## src/rtl/fpu_result_collector_pkg.sv

```systemverilog
// Shared types for the FPU result collector: IEEE status flag layout.
package fpu_result_collector_pkg;

    localparam int unsigned NUM_FLAGS = 5;

    typedef struct packed {
        logic nv;
        logic dz;
        logic of;
        logic uf;
        logic nx;
    } status_t;

endpackage

```

## src/rtl/fpu_res_fifo.sv

```systemverilog
// First-word-fall-through FIFO: registered storage, wrapping pointers and occupancy level.
module fpu_res_fifo
    import fpu_result_collector_pkg::*;
#(
    parameter int unsigned DEPTH = 4,
    parameter int unsigned DW    = 32 + NUM_FLAGS,
    localparam int unsigned PTR_W = $clog2(DEPTH),
    localparam int unsigned LVL_W = $clog2(DEPTH + 1)
) (
    input  logic             clk_i,
    input  logic             rst_ni,
    input  logic             push_i,
    input  logic [DW-1:0]    wr_data_i,
    input  logic             pop_i,
    output logic [DW-1:0]    rd_data_o,
    output logic             full_o,
    output logic             empty_o,
    output logic [LVL_W-1:0] level_o
);

    logic [DW-1:0]    mem_q [DEPTH];
    logic [PTR_W-1:0] wr_ptr_q;
    logic [PTR_W-1:0] rd_ptr_q;
    logic [LVL_W-1:0] level_q;

    always_ff @(posedge clk_i or negedge rst_ni) begin
        if (!rst_ni) begin
            for (int unsigned i = 0; i < DEPTH; i++) begin
                mem_q[i] <= '0;
            end
        end else if (push_i) begin
            mem_q[wr_ptr_q] <= wr_data_i;
        end
    end

    // Pointers are exactly log2(DEPTH) wide, so the increment wraps modulo DEPTH.
    always_ff @(posedge clk_i or negedge rst_ni) begin
        if (!rst_ni) begin
            wr_ptr_q <= '0;
            rd_ptr_q <= '0;
            level_q  <= '0;
        end else begin
            if (push_i) wr_ptr_q <= wr_ptr_q + PTR_W'(1);
            if (pop_i)  rd_ptr_q <= rd_ptr_q + PTR_W'(1);
            unique case ({push_i, pop_i})
                2'b10:   level_q <= level_q + LVL_W'(1);
                2'b01:   level_q <= level_q - LVL_W'(1);
                default: level_q <= level_q;
            endcase
        end
    end

    assign rd_data_o = mem_q[rd_ptr_q];
    assign full_o    = (level_q == LVL_W'(DEPTH));
    assign empty_o   = (level_q == '0);
    assign level_o   = level_q;

endmodule

```

## src/rtl/fpu_result_collector.sv

```systemverilog
// Buffers FPU results/status in a FWFT FIFO, accumulates sticky fflags and counts accepted results.
module fpu_result_collector
    import fpu_result_collector_pkg::*;
#(
    parameter int unsigned WIDTH = 32,
    parameter int unsigned DEPTH = 4,
    parameter int unsigned CNT_W = 16
) (
    input  logic                         clk_i,
    input  logic                         rst_ni,
    input  logic                         clear_i,
    input  logic [WIDTH-1:0]             fpu_result_i,
    input  logic [NUM_FLAGS-1:0]         fpu_status_i,
    input  logic                         fpu_valid_i,
    output logic                         fpu_ready_o,
    output logic [WIDTH-1:0]             res_data_o,
    output logic [NUM_FLAGS-1:0]         res_status_o,
    output logic                         res_valid_o,
    input  logic                         res_ready_i,
    output logic [NUM_FLAGS-1:0]         fflags_o,
    output logic [CNT_W-1:0]             res_count_o,
    output logic [$clog2(DEPTH+1)-1:0]   level_o
);

    localparam int unsigned EW = WIDTH + NUM_FLAGS;

    logic          push;
    logic          pop;
    logic          full;
    logic          empty;
    logic [EW-1:0] rd_data;
    status_t       fflags_q;
    logic [CNT_W-1:0] count_q;

    // Ready comes only from registered occupancy; consumer ready never reaches the FPU side.
    assign push        = fpu_valid_i & ~full;
    assign pop         = ~empty & res_ready_i;
    assign fpu_ready_o = ~full;
    assign res_valid_o = ~empty;

    fpu_res_fifo #(
        .DEPTH (DEPTH),
        .DW    (EW)
    ) u_fifo (
        .clk_i     (clk_i),
        .rst_ni    (rst_ni),
        .push_i    (push),
        .wr_data_i ({fpu_result_i, fpu_status_i}),
        .pop_i     (pop),
        .rd_data_o (rd_data),
        .full_o    (full),
        .empty_o   (empty),
        .level_o   (level_o)
    );

    assign {res_data_o, res_status_o} = rd_data;

    always_ff @(posedge clk_i or negedge rst_ni) begin
        if (!rst_ni) begin
            fflags_q <= '0;
            count_q  <= '0;
        end else if (clear_i) begin
            fflags_q <= '0;
            count_q  <= '0;
        end else if (push) begin
            fflags_q <= status_t'(fflags_q | fpu_status_i);
            if (count_q != '1) count_q <= count_q + CNT_W'(1);
        end
    end

    assign fflags_o    = fflags_q;
    assign res_count_o = count_q;

endmodule

```

## config.mk

```make
export PLATFORM = sky130hd
export DESIGN_NAME = fpu_result_collector
export DESIGN_NICKNAME = d
export VERILOG_FILES = /design/src/rtl/fpu_result_collector_pkg.sv /design/src/rtl/fpu_res_fifo.sv /design/src/rtl/fpu_result_collector.sv
export SDC_FILE = /design/constraint.sdc
export NUM_CORES = 1
export LEC_CHECK = 0
export CORE_MARGIN = 8
export CORE_UTILIZATION = 54
export CTS_CLUSTER_DIAMETER = 150
export DETAILED_ROUTE_END_ITERATION = 16
export GPL_TIMING_DRIVEN = 0
export PLACE_DENSITY_LB_ADDON = 0.3
export SLEW_MARGIN = 25
export SYNTH_ARGS = -nofsm -noshare
export SYNTH_HDL_FRONTEND = slang
export SYNTH_HIERARCHICAL = 1
export SYNTH_SLANG_ARGS = --single-unit
```

## constraint.sdc

```tcl
create_clock -name clk_i -period 5 [get_ports clk_i]
set_clock_uncertainty 0.05 [all_clocks]
set_input_delay 1.25 -clock clk_i [delete_from_list [all_inputs] [get_ports clk_i]]
set_output_delay 1.25 -clock clk_i [all_outputs]
set_load 0.02 [all_outputs]
```

## After elaboration in Yosys (flattened, before gate mapping)

Index checks and enable logic that the tools add are counted.

- Register bits after elaboration: 176
- Output and inout bits: 63
- Word-level logic and storage cells: 50

- $add $sub $neg: 5
- $lt $le $gt $ge: 3
- Equality and inequality tests: 4
- Muxes and demuxes: 12
- Bitwise gates (word level): 7
- Reductions and logical operators: 6

Operators with widths:

| kind | count |
|---|---|
| bitwise mux 148 bit | 1 |
| two-way mux 37 bit | 3 |
| binary-select mux 37 bit (select 2 bit) | 1 |
| demux 37 bit (select 2 bit) | 1 |
| two-way mux 16 bit | 3 |
| adder 16 x 1 -> 16 bit (second input constant) | 1 |
| != test 16 bit (second input constant) | 1 |
| two-way mux 5 bit | 2 |
| greater-or-equal comparator 3 bit (second input constant) | 2 |
| inverter 2 -> 3 bit | 2 |
| one-hot mux 3 bit (2 select lines) | 1 |
| nonzero test 2 bit | 3 |
| OR 5 bit | 1 |
| adder 2 x 1 -> 2 bit (second input constant) | 2 |
| adder 3 x 1 -> 3 bit (second input constant) | 1 |
| == test 3 bit (second input constant) | 1 |
| logical NOT 3 bit | 1 |
| less-than comparator 3 x 1 -> 1 bit (second input constant) | 1 |
| subtractor 3 x 1 -> 3 bit (second input constant) | 1 |
| AND 1 bit | 2 |
| == test 2 x 1 -> 1 bit (second input constant) | 1 |
| == test 2 bit (second input constant) | 1 |
| inverter 1 bit | 2 |
| AND reduction 2 bit | 1 |
| logical AND 1 bit | 1 |

## Logic depth before layout (Yosys ltp)

- Depth after elaboration: 6
- Depth in mapped cells: 12
- Depth with buffers taken out: 10

## By module

Netlist, hierarchy kept.

By module, submodules not included:

| module | times used | cells each | area an instance (µm²) | sequential area each (µm²) |
|---|---|---|---|---|
| fpu_res_fifo | 1 | 390 | 6797.8 | 3878.7 |
| fpu_result_collector | 1 | 117 | 1123.6 | 525.5 |

## Worst setup path before layout

Ideal clock, no wire load.

- Path kind: input to register
- Start: in fpu_valid_i
- End: reg u_fifo.level_q[2] (netlist: u_fifo/level_o[2])
- Library setup time: 80 ps
- Arrival: 2680 ps
- Path slack: 2190 ps
- Stages: 10
- Path through: nor2b_1 > buf_2 > buf_4 > inv_1 > ha_1 > inv_1 > fa_1 > xor2_1 > nor2_1 > xor2_1

- Longest elaborated chain between the ends: 3
- Elaborated cells between the ends (all ways): 5
- Classes of those cells: 2 x eq/ne; 1 x mux; 1 x bitwise; 1 x reduce/logical

Ends and longest elaborated chain:

| item | RTL line | source |
|---|---|---|
| from (decl) | fpu_result_collector.sv:14 | `input logic fpu_valid_i,` |
| AND 1 bit * | fpu_result_collector.sv:36 | `assign push = fpu_valid_i & ~full;` |
| named net push | fpu_result_collector.sv:27 | `logic push;` |
| == test 2 x 1 -> 1 bit / == test 2 bit (equally long branches) | fpu_res_fifo.sv:45 | `unique case ({push_i, pop_i})` |
| one-hot mux 3 bit (2 select lines) / nonzero test 2 bit (equally long branches) | - |  |
| to (signal assigned) | fpu_res_fifo.sv:46 | `2'b10: level_q <= level_q + LVL_W'(1);` |
| to (signal assigned) | fpu_res_fifo.sv:47 | `2'b01: level_q <= level_q - LVL_W'(1);` |
| to (signal assigned) | fpu_res_fifo.sv:48 | `default: level_q <= level_q;` |
| to (decl) | fpu_res_fifo.sv:24 | `logic [LVL_W-1:0] level_q;` |

Mark *: on every way through the listed nets, which the timed path passes. The rest lies on a longest branch.
A chain may end at the register's enable or synchronous reset.

## Final worst setup path

- Start: reg u_fifo.rd_ptr_q[1]
- End: out res_data_o[4]

- Longest elaborated chain between the ends: 4

Ends and longest elaborated chain:

| item | RTL line | source |
|---|---|---|
| from (decl) | fpu_res_fifo.sv:23 | `logic [PTR_W-1:0] rd_ptr_q;` |
| from (signal assigned) | fpu_res_fifo.sv:44 | `if (pop_i) rd_ptr_q <= rd_ptr_q + PTR_W'(1);` |
| inverter 2 -> 3 bit (not written as such) | fpu_res_fifo.sv:53 | `assign rd_data_o = mem_q[rd_ptr_q];` |
| binary-select mux 37 bit (select 2 bit) | fpu_res_fifo.sv:53 |  |
| two-way mux 37 bit (not written as such) (2 in a row) | fpu_res_fifo.sv:53 |  |
| to (decl) | fpu_result_collector.sv:16 | `output logic [WIDTH-1:0] res_data_o,` |

No other way between the ends. The select of a mux whose other input is x is not followed.

==> impl_metrics.csv <==
group,metric,value,unit
logic_synthesis,synth.distinct_cells,39,
setup_path,critPathKind,"reg2out",
global_route,grt_max_degree,98,
finish,area_growth,24.75,%
setup_path,crit_fanout,10,
routing,drt-total-wl,16.99,mm
routing,drtAntennaViolNets,0,
setup_path,cp.required,3.70,ns
setup_path,worstPathCellList,"clkbuf_1 -> mux4_2 -> clkdlybuf4s50_1",
min_path,hold_class,"reg2reg",
logic_synthesis,synth-seq-area-share,0.5560,
timing,finalHoldViolations,0,
logic_synthesis,yosysTopAreaCell,"dfrtp_1",
logic_synthesis,ys_seq_elements,176,
global_route,grt_pass1_vias,5368,
cts,h-tree-depth,4,
status,status,"completed",
setup_path,max_stage_delay,0.60,ns
logic_synthesis,synth_async_sr_flop_share,1.000,
setup_path,cp-end-kind,"output pin",
logic_synthesis,syn-cell-area,7921,um2
finish,register_area,4404,um2
logic_synthesis,synth_edf_count,0,
setup_path,arrival,2.35,ns
finish,most-common-layout-cells,"dfrtp_1, mux2_2, clkdlybuf4s50_1",
power,power_density,705.5,nW/um2
timing,relSlewSlack,0.4735,
die,ios,105,
timing,setup_viol,0,
routing,drtIter0Drc,226,
routing,via_per_inst,5.736,
cts,cts.reportedPaths.clkPinSlew,0.07,ns
logic_synthesis,avgSynthCellArea,15.62,um2
setup_path,start_kind,"flip-flop",
cts,ctsRootBufferMaster,"clkbuf_16",
cts,clkLatencyLatePin,0.42,ns
logic_synthesis,postSynthCellCount,507,
finish,n_antenna_cell,0,
finish,fillers,984,
timing,fin_tns_setup,0,ns
die,fp.dieW,137.1,um
global_route,antenna_found_initial,0,
timing,finalWorstSetupSlack,1.349,ns
cts,cts_resized,0,
timing,whs,0.4512,ns
timing,rsz0062_at_grt,"false",
placed_design,numPortBuffers,104,
routing,drc_errors,0,
timing,max_freq,273.9,MHz
power,power,6.972,mW
logic_synthesis,synth_nets,556,
timing,worstMarginPinSlew,0.7897,ns
timing,timing.final.crit_share,0.7302,
routing,wire_per_inst,20.49,um
global_route,overflow,0,
logic_synthesis,synth_top_area_frac,0.5560,
cts,clock_path_buffers,2,
job,max_cap_violations,0,
cts,cts_setup_buffers,0,
timing,finalCriticalPeriod,3.651,ns
die,die_h,137.1,um
finish,layout_commonest_cell,"dfrtp_1",
cts,clkSinkCount,176,
die,coreArea,14420,um2
placed_design,pre_cts_ws,1.615,ns
global_route,grt_pass1_wl,27.92,mm
die,die_area,18800,um2
cts,numCtsBuffers,17,
power,leakagePower,4.144,nW
die,initial_core_util,0.5492,
finish,drive_above_1_share,0.3969,
routing,vias,4755,
logic_synthesis,yosys_warnings,6,
logic_synthesis,synth.area.top_cells,"dfrtp_1, mux2_2, mux4_2",
timing,drv_slew,0,
logic_synthesis,synth-main-ff-cell,"dfrtp_1",
placed_design,post-dp-hpwl,11.53,mm
finish,multi_input_area,3232,um2
power,ir_drop,0.0003373,V
setup_path,slowest_stage,"clkbuf_1",
cts,cts_tree,"done",
cts,postCtsHoldBufs,0,
die,rows,44,
finish,layout.nets,681,
routing,dr.pass1.iters,4,
placed_design,place_congestion,0.8666,
global_route,track_usage,0.1928,
==> worst paths after layout <==
kind,to,slack [ns],depth (start not counted),start
setup / recovery,res_data_o[4],1.35,3,u_fifo/rd_ptr_q[1]$_DFFE_PN0P_
hold / removal,fflags_o[4]$_DFFE_PN0P_,0.45,2,fflags_o[4]$_DFFE_PN0P_
setup reg to reg,u_fifo/level_o[2]$_DFFE_PN0P_,2.60,12,u_fifo/level_o[0]$_DFFE_PN0P_
hold reg to reg,fflags_o[4]$_DFFE_PN0P_,0.45,2,fflags_o[4]$_DFFE_PN0P_
max in group asynchronous,u_fifo/mem_q[13]$_DFFE_PN0P_,3.32,3,rst_ni
min in group asynchronous,u_fifo/mem_q[68]$_DFFE_PN0P_,0.58,1,rst_ni
==> registers in the layout, summed over array words and instances, names as in the netlist <==
signal and count:
u_fifo/level_o 3, res_count_o 16, u_fifo/rd_ptr_q 2, u_fifo/mem_q 148
fflags_o 5, u_fifo/wr_ptr_q 2
==> layout make-up <==
| class | instances | area share |
|---|---|---|
| timing repair buffer | 106 | 0.1114 |
| inverter | 10 | 0.003798 |
| buffer | 26 | 0.02507 |
| clock inverter | 14 | 0.01925 |
| clock buffer | 18 | 0.04444 |
| sequential | 176 | 0.4457 |
| multi-input combinational | 295 | 0.3270 |
| tap | 184 | 0.02330 |
==> critical path, delay by kind of cell, from the launching register on <==
family | cells | cell delay (ns)
DFF | 1 | 0.34
muxes | 1 | 0.42
buffers and inverters | 2 | 1.17
==> where the power goes <==
part / total [mW] / internal (mW) / switching (mW)
sequential: 2.42 / 2.08 / 0.334
combinational: 3.15 / 1.80 / 1.35
clock: 1.41 / 0.848 / 0.561
total: 6.97 / 4.73 / 2.25
==> synth_stat cells (3+ instances only) <==
cell type and number:
nand4_1 3, nand2_2 4, o31ai_1 4, or4_1 3, mux4_2 37, buf_4 3
buf_6 15, ha_1 6, and3_1 3, nand2_1 11, a21oi_1 13, nor2b_1 6
mux2_2 152, dfrtp_1 176, nor2_1 13, xor2_1 4, o41ai_1 3, buf_2 5
o311ai_0 3, o21ai_0 4, nand3_1 6, inv_1 10
==> metal layers <==
| metal | track usage | vias to the layer above | part of all wire |
|---|---|---|---|
| met5 | 0 | - | 0 |
| met4 | 0.05914 | 0 | 0.012 |
| met3 | 0.05286 | 16 | 0.057 |
| met2 | 0.3201 | 126 | 0.51 |
| met1 | 0.2411 | 2477 | 0.42 |
| li1 | - | 2136 | - |
==> cell families (layout without fill, tap and decap cells) <==
logic type / after synthesis / count (layout) / synth area share
multiplexers: 191 / 191 / 0.3238
adder cells (fa/ha/maj): 7 / 7 / 0.01200
buffers and inverters: 36 / 174 / 0.03601
AO/OA/AOI/OAI: 31 / 31 / 0.02496
XOR/XNOR: 6 / 6 / 0.006634
AND/OR/NAND/NOR: 60 / 60 / 0.04060
flip-flops: 176 / 176 / 0.5560
==> metrics by stage <==
| stage | std cells | utilization | instance area, um2 |
|---|---|---|---|
| floorplan | 507 | - | 7921 |
| global placement | 795 | 0.6373 | 9193 |
| detailed placement | 797 | 0.6415 | 9253 |
| CTS | 829 | 0.6851 | 9882 |
| global route | 829 | 0.6851 | 9882 |
| finish | 829 | 0.6851 | 9882 |
(Power assumes the default switching activity.)
